<file path="config.mk">
export PLATFORM = sky130hd
export DESIGN_NAME = apb_regfile_ctrl
export DESIGN_NICKNAME = d
export VERILOG_FILES = /design/src/rtl/apb_rf_pkg.sv /design/src/rtl/apb_rf_wait_cnt.sv /design/src/rtl/apb_regfile_ctrl.sv
export SDC_FILE = /design/constraint.sdc
export NUM_CORES = 1
export LEC_CHECK = 0
export CORE_UTILIZATION = 25
export CTS_CLUSTER_SIZE = 12
export DETAILED_ROUTE_END_ITERATION = 12
export GPL_ROUTABILITY_DRIVEN = 0
export PLACE_DENSITY = 0.56
export SLEW_MARGIN = 20
export SYNTH_ARGS = -nofsm -noshare
export SYNTH_HDL_FRONTEND = slang
export SYNTH_SLANG_ARGS = --single-unit
</file>
<file path="constraint.sdc">
create_clock -name clk -period 3.6 [get_ports clk]
set_input_delay 0.54 -clock clk [delete_from_list [all_inputs] [get_ports clk]]
set_output_delay 0.54 -clock clk [all_outputs]
set_load 0.01 [all_outputs]
</file>
<file path="src/rtl/apb_rf_pkg.sv">
// Shared types and default constants for the APB register-file controller.
package apb_rf_pkg;
  typedef enum logic {
    IDLE   = 1'b0,
    ACCESS = 1'b1
  } state_t;

  localparam int DefNumWords   = 64;
  localparam int DefAddrWidth  = 8;
  localparam int DefWaitStates = 1;
  localparam int CntWidth      = 4;
endpackage

</file>
<file path="src/rtl/apb_rf_wait_cnt.sv">
// Wait-state counter: loads on transfer setup, counts down during access, flags zero.
module apb_rf_wait_cnt
  import apb_rf_pkg::*;
(
  input  logic                clk,
  input  logic                reset,
  input  logic                load,
  input  logic [CntWidth-1:0] load_val,
  input  logic                dec,
  output logic                zero
);

  logic [CntWidth-1:0] cnt;

  always_ff @(posedge clk) begin
    if (reset) begin
      cnt <= '0;
    end else if (load) begin
      cnt <= load_val;
    end else if (dec && (cnt != '0)) begin
      cnt <= cnt - 1'b1;
    end
  end

  assign zero = (cnt == '0);

endmodule

</file>
<file path="src/rtl/apb_regfile_ctrl.sv">
// APB slave front-end for an external 8-bit register file with configurable wait states.
// Optional macro APB_RF_ADDR_ERR_EN: out-of-range addresses answer with pslverr instead of aliasing.
module apb_regfile_ctrl
  import apb_rf_pkg::*;
#(
  parameter int NumWords   = DefNumWords,
  parameter int AddrWidth  = DefAddrWidth,
  parameter int WaitStates = DefWaitStates
) (
  input  logic                 clk,
  input  logic                 reset,
  input  logic                 psel,
  input  logic                 penable,
  input  logic                 pwrite,
  input  logic [AddrWidth-1:0] paddr,
  input  logic [7:0]           pwdata,
  output logic [7:0]           prdata,
  output logic                 pready,
  output logic                 pslverr,
  output logic                 rf_w_en,
  output logic [((NumWords > 1) ? $clog2(NumWords) : 1)-1:0] rf_offset,
  output logic [7:0]           rf_data_in,
  input  logic [7:0]           rf_data_out
);

  localparam int OffW = (NumWords > 1) ? $clog2(NumWords) : 1;

  state_t               state;
  logic [AddrWidth-1:0] addr_q;
  logic [7:0]           wdata_q;
  logic                 write_q;
  logic                 setup;
  logic                 cnt_zero;
  logic                 complete;
  logic                 addr_err;

  // A setup phase is only recognised from IDLE; a lone penable there is ignored.
  assign setup = (state == IDLE) && psel && !penable;

  apb_rf_wait_cnt u_wait_cnt (
    .clk      (clk),
    .reset    (reset),
    .load     (setup),
    .load_val (CntWidth'(WaitStates)),
    .dec      ((state == ACCESS) && psel),
    .zero     (cnt_zero)
  );

  always_ff @(posedge clk) begin
    if (reset) begin
      state   <= IDLE;
      addr_q  <= '0;
      wdata_q <= '0;
      write_q <= 1'b0;
    end else begin
      case (state)
        IDLE: begin
          if (setup) begin
            addr_q  <= paddr;
            wdata_q <= pwdata;
            write_q <= pwrite;
            state   <= ACCESS;
          end
        end
        ACCESS: begin
          if (!psel || cnt_zero) begin
            state <= IDLE;
          end
        end
        default: state <= IDLE;
      endcase
    end
  end

`ifdef APB_RF_ADDR_ERR_EN
  assign addr_err = ({1'b0, addr_q} >= (AddrWidth + 1)'(NumWords));
`else
  logic unused_addr;
  assign unused_addr = ^addr_q;
  assign addr_err    = 1'b0;
`endif

  // Outputs are gated by reset so they read zero even while state is still being cleared.
  assign complete   = !reset && (state == ACCESS) && cnt_zero && psel && penable;
  assign pready     = complete;
  assign pslverr    = complete && addr_err;
  assign rf_w_en    = complete && write_q && !addr_err;
  assign prdata     = (complete && !write_q && !addr_err) ? rf_data_out : 8'h00;
  assign rf_offset  = reset ? '0 : addr_q[OffW-1:0];
  assign rf_data_in = reset ? 8'h00 : wdata_q;

endmodule
</file>
Yosys cells after proc, flatten, opt, wreduce, memory -nomap -nowiden
Index checks and enable logic that the tools add are counted.
{"block": "totals", "output_inout_bits": 25, "latchBits": 0, "memories": 0, "reg_bits": 20, "inputBits": 29, "elab_cells": 36, "rom_bits": 0, "ramBits": 0}
{"block": "classes", "eq_ne": 0, "n_lt_le_gt_ge": 0, "bitwise_logic": 1, "reduce_logical": 20, "n_mul": 0, "div_mod_pow": 0, "n_addsub": 1, "shift": 0, "mux": 8}
{"op": "8-bit two-way mux", "n": 2}
{"op": "1-bit logical AND", "n": 10}
{"op": "6-bit two-way mux", "n": 1}
{"op": "1-bit zero test", "n": 4}
{"op": "4-bit zero test", "n": 1}
{"op": "1-bit two-way mux", "n": 4}
{"op": "4-bit nonzero test", "n": 1}
{"op": "4-bit by 1-bit subtractor with 4-bit output (second input constant)", "n": 1}
{"op": "1-bit one-hot mux with 2 select lines", "n": 1}
{"op": "2-bit AND reduction", "n": 1}
{"op": "2-bit nonzero test", "n": 1}
{"op": "2-bit OR reduction", "n": 1}
{"op": "1-bit logical OR", "n": 1}
{"op": "1-bit NOT", "n": 1}

Longest topological paths before layout
{"block": "logic_depth", "word_depth": 7, "depth_mapped": 6, "mapped_depth_nobuf": 5}

Modules after synthesis
From an unflattened synthesis, not the netlist that was laid out.
{"block": "unflattened", "cells_unflattened": 111, "area_unflattened_um2": 1017.2}
{"module": "apb_regfile_ctrl", "cells_each": 82, "n_inst": 1, "area_per_inst_um2": 754.5, "seq_area_each_um2": 320.3}
{"module": "apb_rf_wait_cnt", "cells_each": 29, "n_inst": 1, "area_per_inst_um2": 262.8, "seq_area_each_um2": 80.1}

Least setup slack after synthesis
Ideal clock, no wire load.
{"block": "synth_timing", "kind": "reg-to-output", "from": "reg u_wait_cnt.cnt[0]", "to": "out rf_w_en", "path_stages_with_launch": 7, "arrival_ps": 1598, "path_slack_ps": 1462, "cell_sequence": "dfxtp_1 > inv_1 > ha_1 > or3b_1 > buf_6 > nor3_1 > and2_1"}
{"block": "synth_between", "elab_chain_len": 5}
{"element": "start: declaration", "line": "apb_rf_wait_cnt.sv:13", "rtl": "logic [CntWidth-1:0] cnt;"}
{"element": "start signal: assignment", "line": "apb_rf_wait_cnt.sv:19", "rtl": "cnt <= load_val;"}
{"element": "start signal: assignment", "line": "apb_rf_wait_cnt.sv:21", "rtl": "cnt <= cnt - 1'b1;"}
{"element": "4-bit zero test", "line": "apb_rf_wait_cnt.sv:25", "rtl": "assign zero = (cnt == '0);"}
{"element": "1-bit logical AND (3 in a row)", "line": "apb_regfile_ctrl.sv:84", "rtl": "assign complete = !reset && (state == ACCESS) && cnt_zero && psel && penable;"}
{"element": "via pready", "line": "apb_regfile_ctrl.sv:18", "rtl": "output logic pready,"}
{"element": "1-bit logical AND", "line": "apb_regfile_ctrl.sv:87", "rtl": "assign rf_w_en = complete && write_q && !addr_err;"}
{"element": "end: declaration", "line": "apb_regfile_ctrl.sv:20", "rtl": "output logic rf_w_en,"}
The timed path passes the listed nets, and every way through them passes these cells.

Worst setup path in the final report
{"block": "layout_timing", "from": "reg u_wait_cnt.cnt[0]", "to": "out prdata[2]"}
{"block": "layout_between", "elab_chain_len": 6}
{"element": "4-bit zero test", "line": "apb_rf_wait_cnt.sv:25"}
{"element": "1-bit logical AND (3 in a row)", "line": "apb_regfile_ctrl.sv:84"}
{"element": "1-bit logical AND", "line": "apb_regfile_ctrl.sv:88", "rtl": "assign prdata = (complete && !write_q && !addr_err) ? rf_data_out : 8'h00;"}
{"element": "8-bit two-way mux", "line": "apb_regfile_ctrl.sv:88"}
{"element": "end: declaration", "line": "apb_regfile_ctrl.sv:17", "rtl": "output logic [7:0] prdata,"}
Every way passes these cells.

==> impl_metrics.csv <==
group,metric,value,unit
finish,finalInstanceArea,1600,µm²
timing,whs,0.486,ns
power_and_ir_drop,total_power,542,µW
placement,pre_cts_ws,0.643,ns
worst_setup_path,reg2regPathDepth,4,
power_and_ir_drop,pwr-share-seq,0.437,
placement,port_buffers,50,
timing,min_period,2.99,ns
routing,routed-wl-met2,1020,µm
flow_run,cap_violations,0,
timing,hold_viol_final,0,
floorplan,die_y,65,µm
routing,highest_layer,"met3",
placement,placedCellCount,202,
timing,finalSetupViolations,0,
global_routing,track_usage,0.115,
timing,rsz0062_at_grt,"no",
finish,final_util,0.427,
timing,drv_slew,0,
clock_network,cts-buffers-inserted,3,
global_routing,grt_pass1_wl,3790,µm
clock_network,ctsResizeCount,0,
clock_network,clk_path_buf_depth,2,
timing,worstMarginPinSlew,0.711,ns
floorplan,start_util,0.265,
routing,drt_pass1_iterations,4,
finish,area_delta_synth_final,61.2,%
routing,wl_per_cell,10.8,µm
timing,setup_tns,0,ns
power_and_ir_drop,p_comb_frac,0.159,
logic_synthesis,synth_cell_types,27,
power_and_ir_drop,p_per_area,339,nW/µm²
clock_network,clock_sinks,20,
power_and_ir_drop,pwr-share-clk,0.404,
timing,period_share,0.832,
hold_path,whs_path_depth,2,
finish,num_antenna_cells,0,
power_and_ir_drop,internal_power,432,µW
clock_network,path_clk_slew,0.07,ns
routing,routed_wl,2220,µm
logic_synthesis,synth_seq_area_share,0.404,
logic_synthesis,synth_seq_cells,20,
finish,register_area,400,µm²
routing,vias,897,
logic_synthesis,postSynthCellCount,109,
worst_setup_path,end_kind,"output port",
global_routing,grt_remaining_overflow,0,
finish,stdcell_count,206,
power_and_ir_drop,switching_share,0.203,
floorplan,die_area,4230,µm²
finish,drive_above_1_share,0.0696,
finish,fillCellCount,382,
timing,slew-limit-headroom,0.524,
status,status,"finished, final reports clean",
routing,m1WireLength,929,µm
global_routing,antenna_found_initial,0,
logic_synthesis,syn_nets,139,
global_routing,first_global_vias,873,
finish,nets,189,
hold_path,worstHoldPathType,"reg -> reg",
clock_network,hold_buffers,0,
worst_setup_path,path_max_fanout,8,
worst_setup_path,required,3.06,ns
placement,dp_hpwl,1750,µm
routing,drc,0,
logic_synthesis,yosysWarnings,0,
floorplan,core-area,3740,µm²
routing,via_per_inst,4.35,
logic_synthesis,synth_area,992,µm²
global_routing,grt_max_degree,33,
floorplan,ios,54,
clock_network,cts_tree,"built",
clock_network,h-tree-depth,1,
timing,fmax,0.334,GHz
power_and_ir_drop,power.switching,110,µW
power_and_ir_drop,vdd_drop_max,0.209,mV
finish,multiInputGateArea,541,µm²
floorplan,rows,22,
power_and_ir_drop,p_leak,0.603,nW
clock_network,cts-root-buf,"clkbuf_8",
timing,setup_ws,0.606,ns
logic_synthesis,syn_avg_cell_area,9.10,µm²
worst_setup_path,worst_ep_arrival_time,2.45,ns
worst_setup_path,critical_path_class,"reg -> out",
placement,placed_area,1530,µm²
worst_setup_path,worstSetupStartpointType,"register",
floorplan,die_w,65,µm
clock_network,clk_latency,0.25,ns
timing,clock_skew,0.00167,ns
routing,met3_length,268,µm
routing,drt_iter0_markers,7,
routing,ant_nets,0,
clock_network,cts_setup_buffers,0,
-- critical path, cell delays in order (launching register included) --
cell and delay, ns:
dfxtp_1 0.33, inv_1 0.08, ha_1 0.18, or3b_1 0.49
nor4_4 0.41, and2_1 0.18, clkdlybuf4s50_1 0.53
-- final timing paths --
kind	startpoint	endpoint	slack, ns
setup / recovery	u_wait_cnt.cnt[0]	prdata[2]	0.61
setup reg to reg	state	wdata_q[4]	1.87
hold / removal	addr_q[1]	addr_q[1]	0.49
hold reg to reg	addr_q[1]	addr_q[1]	0.49
-- flip-flops by register name, indices dropped and copies added, names as in the netlist --
signal,cells
addr_q,6
state,1
u_wait_cnt.cnt,4
wdata_q,8
write_q,1
-- final cells by class --
| class | instances | share of cell area |
|---|---|---|
| Tap cell | 48 | 0.0376 |
| Timing Repair Buffer | 52 | 0.322 |
| Multi-Input combinational cell | 79 | 0.338 |
| Sequential cell | 20 | 0.250 |
| Inverter | 3 | 0.00704 |
| Clock buffer | 3 | 0.0258 |
| Clock inverter | 1 | 0.0188 |
-- power groups by stage --
| stage | Clock, mW | Combinational [mW] | Sequential, mW |
|---|---|---|---|
| 6_report | 0.219 | 0.0863 | 0.237 |
| 5_1_grt | 0.240 | 0.0951 | 0.239 |
| 4_1_cts | 0.229 | 0.0880 | 0.237 |
| 3_5_place_dp | 0 | 0.0876 | 0.242 |
| 3_3_place_gp | 0 | 0.0854 | 0.242 |
| 2_1_floorplan | 0 | 0.0450 | 0.240 |
-- layout by cell type (no fill, tap or decap), drive strengths merged, types with 2 or more instances in the layout --
master / instances
o21ai: 2
nor2b: 14
inv: 3
nor2: 17
clkdlybuf4s50: 50
nand2: 2
mux2i: 17
a31oi: 2
dfxtp: 20
nor3: 2
buf: 2
and2: 9
clkbuf: 3
-- metal layers --
layer	vias up	global-route usage
met1	398	0.119
li1	458	-
met4	0	0.0333
met2	41	0.211
met5	-	0
met3	0	0.0458
-- cells by family (layout without fill, tap and decap cells) --
family,count (synthesis),in the layout,share of synthesized area
simple gates,54,54,0.315
fa+ha+maj,1,1,0.0126
compound gates,6,6,0.0366
mux,17,17,0.171
other cells,1,1,0.00378
flops,20,20,0.404
buf+inv,10,59,0.0567
-- Yosys cell counts --
cell type,number,area share
and4_2,1,0.010
buf_4,3,0.023
and2b_2,1,0.0088
buf_6,1,0.011
conb_1,1,0.0038
nor4_4,1,0.021
a221oi_1,1,0.0088
inv_1,3,0.011
o21ai_0,2,0.010
or2_2,1,0.0063
a21oi_1,1,0.0050
or3_1,1,0.0063
mux2i_1,17,0.17
nand3_1,1,0.0050
clkbuf_1,3,0.011
dfxtp_1,20,0.40
ha_1,1,0.013
a31oi_1,2,0.013
nor3b_1,1,0.0076
nor2_1,17,0.064
nor2b_1,14,0.088
nor3_1,2,0.010
or3b_1,1,0.0088
nand2_1,2,0.0076
or4_1,1,0.0076
nand2b_1,1,0.0063
and2_1,9,0.057
Power figures use the tool's default switching activity.
